--- src/rtl/sdram_pkg.sv ---
// Shared constants and FSM state type for the cache-to-SDRC line transfer port.
package sdram_pkg;
   localparam int unsigned AddrWidth = 21;
   localparam int unsigned DataWidth = 32;

   localparam logic [2:0] CmdActivate  = 3'b011;
   localparam logic [2:0] CmdRead      = 3'b101;
   localparam logic [2:0] CmdWrite     = 3'b100;
   localparam logic [2:0] CmdPrecharge = 3'b010;
   localparam logic [2:0] CmdRefresh   = 3'b001;

   typedef enum logic [4:0] {
      Init, Idle, Refresh, RefreshAck, RefreshWait, Activate,
      ActAck, ActWait, Read, ReadAck, ReadData, WriteArm, WriteData,
      Precharge, PreAck, PreWait, Done
   } state_e;
endpackage

--- src/rtl/sdram_line_port_if.sv ---
// Cache-side line request / word streaming bundle of sdram_line_port.
interface sdram_line_port_if;
   import sdram_pkg::*;

   logic                 req_valid;
   logic                 req_write;
   logic [AddrWidth-1:0] req_address;
   logic                 req_ready;
   logic [2:0]           wr_column;
   logic [DataWidth-1:0] wr_data;
   logic [DataWidth-1:0] rd_data;
   logic [2:0]           rd_column;
   logic                 rd_valid;
   logic                 done;

   modport master (
      output req_valid, req_write, req_address, wr_data,
      input  req_ready, wr_column, rd_data, rd_column, rd_valid, done
   );

   modport slave (
      input  req_valid, req_write, req_address, wr_data,
      output req_ready, wr_column, rd_data, rd_column, rd_valid, done
   );
endinterface

--- src/rtl/sdram_refresh_timer.sv ---
// Free-running refresh interval counter with a sticky pending flag.
module sdram_refresh_timer #(
   parameter int unsigned Interval = 780
) (
   input  logic clk,
   input  logic rst_n,
   input  logic i_enable,
   input  logic i_clear,
   output logic o_expire,
   output logic o_pending
);
   localparam int unsigned CntW = (Interval > 1) ? $clog2(Interval) : 1;

   logic [CntW-1:0] r_count;
   logic            r_pending;

   assign o_expire  = i_enable && (r_count == CntW'(Interval - 1));
   assign o_pending = r_pending;

   // A fresh expiry wins over a clear so a refresh is never lost.
   always_ff @(posedge clk) begin
      if (!rst_n) begin
         r_count   <= '0;
         r_pending <= 1'b0;
      end else begin
         if (i_enable) r_count <= o_expire ? '0 : r_count + 1'b1;
         if (o_expire)     r_pending <= 1'b1;
         else if (i_clear) r_pending <= 1'b0;
      end
   end
endmodule

--- src/rtl/sdram_line_port.sv ---
// Line transfer engine: one cache line <-> ACTIVATE / READ|WRITE burst / PRECHARGE on the SDRC,
// with periodic AUTO-REFRESH inserted between requests.
module sdram_line_port
   import sdram_pkg::*;
#(
   parameter int unsigned LineWords       = 8,
   parameter int unsigned ActToRwCycles   = 2,
   parameter int unsigned ReadLatency     = 4,
   parameter int unsigned PrechargeCycles = 2,
   parameter int unsigned RefreshInterval = 780,
   parameter int unsigned RefreshCycles   = 8
) (
   input  logic                 clk,
   input  logic                 rst_n,
   sdram_line_port_if.slave     bus,
   output logic                 I_sdrc_cmd_en,
   output logic [2:0]           I_sdrc_cmd,
   output logic [AddrWidth-1:0] I_sdrc_addr,
   output logic [DataWidth-1:0] I_sdrc_data,
   output logic [7:0]           I_sdrc_data_len,
   output logic [3:0]           I_sdrc_dqm,
   input  logic [DataWidth-1:0] O_sdrc_data,
   input  logic                 O_sdrc_init_done,
   input  logic                 O_sdrc_cmd_ack
);
   if (ActToRwCycles < 1 || ActToRwCycles > 15 || ReadLatency < 1 || ReadLatency > 15 ||
       PrechargeCycles < 1 || PrechargeCycles > 15 || RefreshCycles < 1 || RefreshCycles > 15)
   begin : g_bad_delay
      $error("sdram_line_port: delay parameters must be in 1..15");
   end

   localparam logic [2:0] LastCol = 3'(LineWords - 1);

   state_e               r_state, w_state;
   logic [3:0]           r_cnt, w_cnt;
   logic [2:0]           r_col, w_col;
   logic                 r_acked, w_acked;
   logic                 r_wr_last, w_wr_last;
   logic [AddrWidth-1:0] r_addr;
   logic                 r_write;
   logic                 w_accept, w_ref_clear, w_ref_expire, w_ref_pending;

   sdram_refresh_timer #(.Interval(RefreshInterval)) u_refresh (
      .clk       (clk),
      .rst_n     (rst_n),
      .i_enable  (r_state != Init),
      .i_clear   (w_ref_clear),
      .o_expire  (w_ref_expire),
      .o_pending (w_ref_pending)
   );

   assign I_sdrc_dqm = '0;

   always_ff @(posedge clk) begin
      if (!rst_n) begin
         r_state   <= Init;
         r_cnt     <= '0;
         r_col     <= '0;
         r_acked   <= 1'b0;
         r_wr_last <= 1'b0;
         r_addr    <= '0;
         r_write   <= 1'b0;
      end else begin
         r_state   <= w_state;
         r_cnt     <= w_cnt;
         r_col     <= w_col;
         r_acked   <= w_acked;
         r_wr_last <= w_wr_last;
         if (w_accept) begin
            r_addr  <= bus.req_address;
            r_write <= bus.req_write;
         end
      end
   end

   always_comb begin
      w_state         = r_state;
      w_cnt           = r_cnt;
      w_col           = r_col;
      w_acked         = r_acked;
      w_wr_last       = r_wr_last;
      w_accept        = 1'b0;
      w_ref_clear     = 1'b0;
      bus.req_ready   = 1'b0;
      bus.wr_column   = '0;
      bus.rd_data     = '0;
      bus.rd_column   = '0;
      bus.rd_valid    = 1'b0;
      bus.done        = 1'b0;
      I_sdrc_cmd_en   = 1'b0;
      I_sdrc_cmd      = '0;
      I_sdrc_addr     = '0;
      I_sdrc_data     = '0;
      I_sdrc_data_len = '0;
      case (r_state)
         Init: if (O_sdrc_init_done) w_state = Idle;
         // Same-cycle expiry counts as pending so a coincident request waits.
         Idle: begin
            if (w_ref_pending || w_ref_expire) begin
               w_state = Refresh;
            end else if (bus.req_valid) begin
               bus.req_ready = 1'b1;
               w_accept      = 1'b1;
               w_state       = Activate;
            end
         end
         Refresh, RefreshAck: begin
            if (r_state == Refresh) begin
               I_sdrc_cmd_en = 1'b1;
               I_sdrc_cmd    = CmdRefresh;
               w_ref_clear   = 1'b1;
               w_state       = RefreshAck;
            end
            if (O_sdrc_cmd_ack) begin
               w_state = RefreshWait;
               w_cnt   = 4'(RefreshCycles - 1);
            end
         end
         RefreshWait: if (r_cnt == '0) w_state = Idle; else w_cnt = r_cnt - 4'd1;
         Activate, ActAck: begin
            if (r_state == Activate) begin
               I_sdrc_cmd_en = 1'b1;
               I_sdrc_cmd    = CmdActivate;
               I_sdrc_addr   = r_addr;
               w_state       = ActAck;
            end
            if (O_sdrc_cmd_ack) begin
               w_state = ActWait;
               w_cnt   = 4'(ActToRwCycles - 1);
            end
         end
         ActWait: begin
            if (r_cnt == '0) w_state = r_write ? WriteArm : Read;
            else             w_cnt   = r_cnt - 4'd1;
         end
         Read: begin
            I_sdrc_cmd_en   = 1'b1;
            I_sdrc_cmd      = CmdRead;
            I_sdrc_addr     = r_addr;
            I_sdrc_data_len = 8'(LineWords - 1);
            w_cnt           = 4'(ReadLatency - 1);
            w_col           = '0;
            w_state         = O_sdrc_cmd_ack ? ReadData : ReadAck;
         end
         // Latency keeps counting while the READ ack is outstanding.
         ReadAck, ReadData: begin
            if (r_state == ReadAck && O_sdrc_cmd_ack) w_state = ReadData;
            if (r_cnt != '0) begin
               w_cnt = r_cnt - 4'd1;
            end else begin
               bus.rd_valid  = 1'b1;
               bus.rd_column = r_col;
               bus.rd_data   = O_sdrc_data;
               w_col         = r_col + 3'd1;
               if (r_col == LastCol) w_state = Precharge;
            end
         end
         WriteArm: begin
            w_col     = '0;
            w_acked   = 1'b0;
            w_wr_last = 1'b0;
            w_state   = WriteData;
         end
         // Words stream every cycle regardless of ack; after the last word we only wait for ack.
         WriteData: begin
            if (!r_wr_last) begin
               I_sdrc_data   = bus.wr_data;
               bus.wr_column = (r_col == LastCol) ? 3'd0 : r_col + 3'd1;
               w_col         = r_col + 3'd1;
               if (r_col == LastCol) w_wr_last = 1'b1;
               if (r_col == '0) begin
                  I_sdrc_cmd_en   = 1'b1;
                  I_sdrc_cmd      = CmdWrite;
                  I_sdrc_addr     = r_addr;
                  I_sdrc_data_len = 8'(LineWords - 1);
               end
            end
            if (O_sdrc_cmd_ack) w_acked = 1'b1;
            if ((r_wr_last || r_col == LastCol) && (r_acked || O_sdrc_cmd_ack)) w_state = Precharge;
         end
         Precharge, PreAck: begin
            if (r_state == Precharge) begin
               I_sdrc_cmd_en = 1'b1;
               I_sdrc_cmd    = CmdPrecharge;
               I_sdrc_addr   = r_addr;
               w_state       = PreAck;
            end
            if (O_sdrc_cmd_ack) begin
               w_state = PreWait;
               w_cnt   = 4'(PrechargeCycles - 1);
            end
         end
         PreWait: if (r_cnt == '0) w_state = Done; else w_cnt = r_cnt - 4'd1;
         Done: begin
            bus.done = 1'b1;
            w_state  = Idle;
         end
         default: w_state = Init;
      endcase
   end
endmodule
--- src/flat_wrapper.sv ---
// flat-port wrapper written by rule: the top's interface ports become plain ports
module sdram_line_port_flat import sdram_pkg::*;
#(
   parameter int unsigned LineWords       = 8,
   parameter int unsigned ActToRwCycles   = 2,
   parameter int unsigned ReadLatency     = 4,
   parameter int unsigned PrechargeCycles = 2,
   parameter int unsigned RefreshInterval = 780,
   parameter int unsigned RefreshCycles   = 8
)
  (clk, rst_n, I_sdrc_cmd_en, I_sdrc_cmd, I_sdrc_addr, I_sdrc_data, I_sdrc_data_len, I_sdrc_dqm, O_sdrc_data, O_sdrc_init_done, O_sdrc_cmd_ack, bus_req_valid, bus_req_write, bus_req_address, bus_wr_data, bus_req_ready, bus_wr_column, bus_rd_data, bus_rd_column, bus_rd_valid, bus_done);
  sdram_line_port_if bus_i ();
  input  logic clk;
  input  logic rst_n;
  output logic I_sdrc_cmd_en;
  output logic [2:0] I_sdrc_cmd;
  output logic [AddrWidth-1:0] I_sdrc_addr;
  output logic [DataWidth-1:0] I_sdrc_data;
  output logic [7:0] I_sdrc_data_len;
  output logic [3:0] I_sdrc_dqm;
  input  logic [DataWidth-1:0] O_sdrc_data;
  input  logic O_sdrc_init_done;
  input  logic O_sdrc_cmd_ack;
  input wire logic [$bits(bus_i.req_valid)-1:0] bus_req_valid;
  input wire logic [$bits(bus_i.req_write)-1:0] bus_req_write;
  input wire logic [$bits(bus_i.req_address)-1:0] bus_req_address;
  input wire logic [$bits(bus_i.wr_data)-1:0] bus_wr_data;
  output wire logic [$bits(bus_i.req_ready)-1:0] bus_req_ready;
  output wire logic [$bits(bus_i.wr_column)-1:0] bus_wr_column;
  output wire logic [$bits(bus_i.rd_data)-1:0] bus_rd_data;
  output wire logic [$bits(bus_i.rd_column)-1:0] bus_rd_column;
  output wire logic [$bits(bus_i.rd_valid)-1:0] bus_rd_valid;
  output wire logic [$bits(bus_i.done)-1:0] bus_done;
  assign bus_i.req_valid = bus_req_valid;
  assign bus_i.req_write = bus_req_write;
  assign bus_i.req_address = bus_req_address;
  assign bus_i.wr_data = bus_wr_data;
  assign bus_req_ready = bus_i.req_ready;
  assign bus_wr_column = bus_i.wr_column;
  assign bus_rd_data = bus_i.rd_data;
  assign bus_rd_column = bus_i.rd_column;
  assign bus_rd_valid = bus_i.rd_valid;
  assign bus_done = bus_i.done;
  sdram_line_port #(.LineWords(LineWords), .ActToRwCycles(ActToRwCycles), .ReadLatency(ReadLatency), .PrechargeCycles(PrechargeCycles), .RefreshInterval(RefreshInterval), .RefreshCycles(RefreshCycles)) u_core (.clk(clk), .rst_n(rst_n), .bus(bus_i), .I_sdrc_cmd_en(I_sdrc_cmd_en), .I_sdrc_cmd(I_sdrc_cmd), .I_sdrc_addr(I_sdrc_addr), .I_sdrc_data(I_sdrc_data), .I_sdrc_data_len(I_sdrc_data_len), .I_sdrc_dqm(I_sdrc_dqm), .O_sdrc_data(O_sdrc_data), .O_sdrc_init_done(O_sdrc_init_done), .O_sdrc_cmd_ack(O_sdrc_cmd_ack));
endmodule
--- config.mk ---
export PLATFORM = sky130hd
export DESIGN_NAME = sdram_line_port_flat
export DESIGN_NICKNAME = d
export VERILOG_FILES = /design/src/rtl/sdram_pkg.sv /design/src/rtl/sdram_line_port_if.sv /design/src/rtl/sdram_refresh_timer.sv /design/src/rtl/sdram_line_port.sv /design/src/flat_wrapper.sv
export SDC_FILE = /design/constraint.sdc
export NUM_CORES = 1
export LEC_CHECK = 0
export ABC_AREA = 1
export BUFFER_PORTS_ARGS = -buffer_cell sky130_fd_sc_hd__buf_2
export CAP_MARGIN = 40
export CORE_MARGIN = 4
export CORE_UTILIZATION = 44
export DETAILED_ROUTE_END_ITERATION = 6
export PLACE_DENSITY = 0.88
export SKIP_LAST_GASP = 1
export SYNTH_ARGS = -nofsm -noshare
export SYNTH_HDL_FRONTEND = slang
export SYNTH_SLANG_ARGS = --single-unit
--- constraint.sdc ---
create_clock -name clk -period 1.9 [get_ports clk]
set_input_delay 0.19 -clock clk [delete_from_list [all_inputs] [get_ports clk]]
set_output_delay 0.19 -clock clk [all_outputs]
set_load 0.01 [all_outputs]
==> results of run 1 <==
## worst max-delay path by stage
| stage | start | to | slack [ns] | depth (start not counted) |
|---|---|---|---|---|
| 6_report | u_core.r_state[0] | bus_rd_data[2] | -0.08 | 10 |
| 5_1_grt | u_core.r_cnt[0] | bus_rd_data[24] | -0.14 | 10 |
| 4_1_cts | u_core.r_cnt[0] | bus_rd_data[22] | -0.03 | 9 |
| 3_5_place_dp | u_core.r_state[4] | I_sdrc_cmd_en | -0.04 | 8 |
| 3_3_place_gp | u_core.r_state[4] | I_sdrc_cmd_en | 0.08 | 8 |
| 2_1_floorplan | u_core.r_cnt[0] | bus_rd_column[0] | 0.17 | 9 |
## critical path: stages, from the launching register on
cell and delay [ns]:
dfxtp_2 0.34, buf_4 0.16, inv_1 0.07, nand2_1 0.08
nand2_4 0.10, nand2_4 0.09, nor2_4 0.14, buf_12 0.18
inv_8 0.07, nor2_2 0.09, buf_2 0.15
## final cells by class
| cell class | count | area, um2 | area share |
|---|---|---|---|
| well taps | 99 | 124 | 0.0248 |
| repair buffers | 232 | 1360 | 0.271 |
| repair inverters | 2 | 27.5 | 0.00551 |
| clock inverters | 3 | 43.8 | 0.00877 |
| inverters | 90 | 355 | 0.0711 |
| flip-flops and latches | 47 | 956 | 0.191 |
| multi-input cells | 378 | 2070 | 0.413 |
| clock buffers | 5 | 68.8 | 0.0138 |
## registers in the layout, indices dropped and copies added (netlist names)
name / cells
u_core.u_refresh.r_count: 10
u_core.r_state: 5
u_core.r_col: 3
u_core.r_wr_last: 1
u_core.r_addr: 21
u_core.u_refresh.o_pending: 1
u_core.r_write: 1
u_core.r_acked: 1
u_core.r_cnt: 4
## what timing repair did
action,in CTS,in global routing
endpoints found under the setup margin,78,87
pin swaps,4,16
buffers inserted,1,20
resized for setup,12,80
gates cloned,2,3
## stage by stage
step | util | worst slack, ns | setup TNS [ns] | cells
2_1_floorplan | - | 0.168 | 0 | 543
4_1_cts | 0.629 | -0.0318 | -0.0634 | 833
3_3_place_gp | 0.603 | 0.0767 | 0 | 822
5_1_grt | 0.689 | -0.143 | -3.92 | 856
3_5_place_dp | 0.603 | -0.0384 | -0.0626 | 822
6_report | 0.689 | -0.0765 | -1.44 | 856
## cells in the final DEF (no fill, tap or decap), types with 2 or more instances in the layout
master / synthesis / final
buf_2: 8 / 185
nor2_1: 123 / 89
nand2_1: 91 / 86
inv_1: 82 / 78
a21oi_1: 44 / 43
dfxtp_1: 47 / 37
buf_4: 11 / 36
o21ai_0: 31 / 31
nor2_2: 5 / 29
nor2_4: 6 / 19
nand3_1: 17 / 16
nand2_4: 9 / 9
conb_1: 1 / 9
dfxtp_2: 0 / 9
inv_2: 7 / 8
buf_6: 3 / 7
nand2_2: 1 / 6
nand4_1: 5 / 5
nor3_1: 6 / 5
clkbuf_8: 0 / 5
o21a_1: 4 / 4
ha_1: 5 / 4
buf_12: 0 / 4
nand3_2: 2 / 3
o211ai_1: 2 / 2
inv_4: 0 / 2
inv_12: 0 / 2
a22oi_1: 2 / 2
nor3b_1: 2 / 2
## metal layers
metal,GRT usage,part of all wire
met5,0,0
met4,0.0433,0.019
met3,0.0279,0.088
met2,0.401,0.50
met1,0.272,0.39
## power by group through the flow
| stage | clock network [mW] | registers, mW | logic (mW) |
|---|---|---|---|
| global route | 0.794 | 1.29 | 2.03 |
| finish | 0.736 | 1.27 | 1.87 |
| global placement | 0 | 1.26 | 1.46 |
| floorplan | 0 | 1.26 | 1.10 |
| CTS | 0.738 | 1.25 | 1.54 |
| detailed placement | 0 | 1.27 | 1.50 |
## cell families after synthesis
group                    synth area share
AO/OA/AOI/OAI                       0.149
XOR/XNOR                          0.00266
AND/OR/NAND/NOR                     0.382
flip-flops                          0.286
buffers and inverters               0.161
other                             0.00114
adder cells (fa/ha/maj)            0.0190
==> impl_metrics.py, run 1 <==
metrics = {
    "min_path": {
        "holdPathStages": 3,
        "holdPathEnd": "u_core.r_write",
        "min_from": "bus_req_write",
        "worstHoldPathType": "in2reg",
    },
    "power_and_ir_drop": {
        "p_int_mw": 2.31,
        "switching_power_mw": 1.56,
        "seqPwrFrac": 0.327,
        "power_frac_clock": 0.190,
        "vdd_drop_max_v": 0.000360,
        "power_mw": 3.87,
        "swShare": 0.402,
        "p_per_area_nw_per_um2": 775,
        "p_comb_frac": 0.483,
        "power_leakage_nw": 2.83,
    },
    "critical_path": {
        "required_ns": 1.71,
        "setup.worst_path.class": "reg2out",
        "arrival_ns": 1.79,
        "path_max_fanout": 9,
        "end_kind": "primary output",
        "cp-start-kind": "flip-flop",
        "rr_endpoint": "u_core.r_state[1]",
        "reg2reg_depth": 12,
        "r2r_slack_ns": 0.10,
        "r2r-start": "u_core.r_col[1]",
    },
    "synthesis": {
        "ys_seq_elements": 47,
        "synthesis.area_um2": 3290,
        "syn_area_per_cell_um2": 6.15,
        "yosysUniqueCellTypes": 37,
        "synth_cells": 535,
        "yosysSeqAreaShare": 0.286,
        "synth_top_area_share": 0.286,
        "yosysWarningCount": 0,
        "yosys-top-cells-area": "dfxtp_1, nor2_1, nand2_1, inv_1, a21oi_1",
        "synthTopCellsByCount": "nor2_1, nand2_1, inv_1, dfxtp_1, a21oi_1",
        "postSynth.asyncResetShare": 0,
        "synth_ff_type": "dfxtp_1",
        "yosysTopAreaCell": "dfxtp_1",
        "synth-edff-count": 0,
        "yosysMostFrequentCell": "nor2_1",
    },
    "sta": {
        "layout_setup_ws_ns": -0.0765,
        "tightest_slew_ns": 0.586,
        "finalClockSkew_ns": 0.00814,
        "rsz0062_at_grt": "yes",
        "slew_headroom": 0.607,
        "period_needed_ns": 1.98,
        "hold_viol_final": 0,
        "finalCritPeriodShare": 1.04,
        "final-max-slew-violation-count": 0,
        "whs_ns": 0.153,
        "setup_viol": 35,
        "max_freq_ghz": 0.506,
    },
    "floorplan": {
        "core_area_um2": 7250,
        "ioPinCount": 201,
        "dieHeight_um": 94.5,
        "rows": 31,
        "die_width_um": 94.5,
        "die-area_um2": 8920,
        "start_util": 0.454,
    },
    "detailed_routing": {
        "drtIter0Drc": 305,
        "vias": 4279,
        "wl_um": 12100,
        "postRouteAntennaNets": 0,
        "drc": 0,
        "drtPass1Iterations": 5,
        "routedWlPerCell_um": 14.1,
        "avgViaCountPerCell": 5.00,
    },
    "layout": {
        "n_antenna_cell": 0,
        "fillers": 564,
        "syn2layout_area_growth_pct": 51.9,
        "finalNetCount": 852,
        "finalInstanceArea_um2": 5000,
        "layout-drive-gt1-share": 0.446,
    },
    "placed_design": {
        "hpwl_um": 8150,
        "dpl_cell_area_um2": 4370,
        "routabilityCongestion": 0.909,
        "port_buffers": 191,
    },
    "clock_network": {
        "cts_tree": "yes",
        "clockBufferDepth": 2,
        "clk_pin_slew_worst_paths_ns": 0.09,
        "numCtsBuffers": 5,
        "insertion_delay_ns": 0.30,
        "clkSinkCount": 47,
        "clockRootBuffer": "clkbuf_8",
        "cts_hold_buf": 0,
        "h-tree-depth": 2,
    },
    "run_status": {
        "violations": "negative setup slack",
        "status": "finished with violations",
    },
    "global_routing": {
        "grt_pass1_vias": 3646,
        "globalRouteOverflowTotal": 0,
        "grt.total_usage": 0.218,
        "antenna_found_initial": 0,
        "grt_max_degree": 36,
        "grt_pass1_wl_um": 15900,
    },
    "run": {
        "drv_cap": 0,
    },
}
No activity file was read; power rests on OpenSTA's default activity.
==> run 2, diff against run 1 <==
--- a/config.mk
+++ b/config.mk
@@ -8,6 +8,7 @@
 export ABC_AREA = 1
 export BUFFER_PORTS_ARGS = -buffer_cell sky130_fd_sc_hd__buf_2
 export CAP_MARGIN = 40
+export CORE_ASPECT_RATIO = 0.6
 export CORE_MARGIN = 4
 export CORE_UTILIZATION = 44
 export DETAILED_ROUTE_END_ITERATION = 6
==> impl_metrics.py, run 2 (synthesized netlist as in run 1, its figures left out) <==
metrics = {
    "floorplan": {
        "start_util": 0.453,
        "die-area_um2": 8970,
        "rows": 24,
        "core_area_um2": 7270,
        "die_width_um": 120,
        "dieHeight_um": 75.0,
        "ioPinCount": 201,
    },
    "sta": {
        "final-max-slew-violation-count": 0,
        "setup_tns_ns": -0.0903,
        "finalClockSkew_ns": 0.00694,
        "setup_viol": 7,
        "rsz0062_at_grt": "yes",
        "finalCritPeriodShare": 1.02,
        "layout_setup_ws_ns": -0.0326,
        "max_freq_ghz": 0.517,
        "period_needed_ns": 1.93,
        "hold_viol_final": 0,
    },
    "clock_network": {
        "insertion_delay_ns": 0.29,
        "cts_hold_buf": 0,
        "h-tree-depth": 2,
        "numCtsBuffers": 5,
        "cts_tree": "yes",
        "clockBufferDepth": 2,
        "clkSinkCount": 47,
        "clk_pin_slew_worst_paths_ns": 0.07,
        "clockRootBuffer": "clkbuf_16",
    },
    "global_routing": {
        "grt_pass1_wl_um": 16900,
        "antenna_found_initial": 0,
        "grt_max_degree": 36,
        "grt.total_usage": 0.230,
        "grt_pass1_vias": 3492,
        "globalRouteOverflowTotal": 0,
    },
    "layout": {
        "largest_register": "u_core.r_addr",
        "reg_top3": "u_core.r_addr (21), u_core.u_refresh.r_count (10), u_core.r_state (5)",
        "layout_commonest_cell": "buf_2",
        "finalNetCount": 862,
        "syn2layout_area_growth_pct": 55.2,
        "layout_common_cells": "buf_2, nor2_1, nand2_1, inv_1",
        "finalNonFillerCells": 871,
        "n_antenna_cell": 0,
        "layout-drive-gt1-share": 0.443,
        "largest_reg_flops": 21,
    },
    "detailed_routing": {
        "drtIter0Drc": 436,
        "avgViaCountPerCell": 4.99,
        "vias": 4342,
        "postRouteAntennaNets": 0,
        "routedWlPerCell_um": 14.6,
        "drtPass1Iterations": 5,
        "drc": 0,
        "wl_um": 12800,
    },
    "critical_path": {
        "cpPeakStageDelay_ns": 0.35,
        "cp_top_family": "simple AND/OR/NAND/NOR gates",
        "cp-start-kind": "flip-flop",
        "crit_buf_inv": 1,
        "setup.worst_path.class": "reg2reg",
        "required_ns": 2.12,
        "worstPathCellList": "ha_1, ha_2, inv_1, nand2_1, o21ai_0, nand2_1, nand2_1, nor2_4, nand3_2, nor2_4, nand2_1, a21oi_2",
        "end_kind": "flip-flop",
        "cp_common_cell": "nand2_1",
        "path_max_fanout": 4,
        "cpMaxStageDelayCell": "dfxtp_2",
        "arrival_ns": 2.15,
    },
    "run_status": {
        "violations": "negative setup slack",
        "status": "finished with violations",
    },
    "placed_design": {
        "port_buffers": 191,
        "dp.cells": 829,
        "routabilityCongestion": 1.00,
        "hpwl_um": 8460,
    },
    "power_and_ir_drop": {
        "vdd_drop_max_v": 0.000516,
        "power_leakage_nw": 2.92,
        "p_per_area_nw_per_um2": 841,
    },
    "min_path": {
        "worstHoldPathType": "in2reg",
    },
    "run": {
        "drv_cap": 0,
    },
}
-- run 2: cell count changes in the layout (fill, tap and decap cells not counted), sizes merged --
cell | previous run | this run
clkinv | 3 | 2
buf | 232 | 242
clkbuf | 5 | 7
bufinv | 1 | 0
-- run 2: where the power goes --
part	switching, mW	internal, mW
combinational	1.22	0.904
sequential	0.0968	1.17
clock	0.405	0.495
-- run 2: worst register-to-register path, stage by stage, from the launching register on --
cell and delay (ns):
dfxtp_2 0.35, ha_1 0.17, ha_2 0.20, inv_1 0.08, nand2_1 0.09, o21ai_0 0.08, nand2_1 0.11, nand2_1 0.11
nor2_4 0.14, nand3_2 0.10, nor2_4 0.19, nand2_1 0.12, a21oi_2 0.13
-- run 2: metrics by stage --
stage / area [um2] / setup WS (ns) / hold slack (ns) / utilization / power (mW)
6_report: 5100 / -0.0326 / 0.165 / 0.702 / 4.29
4_1_cts: 4710 / -0.0114 / 0.156 / 0.648 / 3.86
3_3_place_gp: 4420 / 0.0414 / 0.439 / 0.608 / 2.77
3_5_place_dp: 4420 / -0.0862 / 0.446 / 0.608 / 2.83
5_1_grt: 5100 / -0.0870 / 0.157 / 0.702 / 4.51
2_1_floorplan: 3320 / 0.168 / 0.328 / - / 2.36
-- run 2: timing repair --
action,in CTS,in global routing
cloned,2,4
setup buffers,7,21
setup endpoints to repair,60,81
pin swaps,11,14
resized for setup,21,52
-- run 2: worst paths after layout --
kind	slack, ns	startpoint	end	depth (start not counted)
max	-0.03	u_core.r_col[0]	u_core.r_state[1]	12
min	0.16	bus_req_write	u_core.r_write	3
max reg2reg	-0.03	u_core.r_col[0]	u_core.r_state[1]	12
min reg2reg	0.45	u_core.r_addr[4]	u_core.r_addr[4]	2
-- run 2: area by class of cell --
| class | instances | area, um2 |
|---|---|---|
| fill | 568 | 2160 |
| multi-input combinational | 378 | 2060 |
| timing repair buffer | 244 | 1470 |
| sequential | 47 | 956 |
| inverter | 90 | 343 |
| tap | 104 | 130 |
| clock buffer | 5 | 125 |
| clock inverter | 3 | 22.5 |
-- run 2: routing by layer --
layer	vias up	part of all wire	global-route usage
li1	2097	-	-
met1	1955	0.40	0.301
met2	245	0.48	0.393
met3	45	0.087	0.0616
met4	0	0.026	0.0444
met5	-	0	0
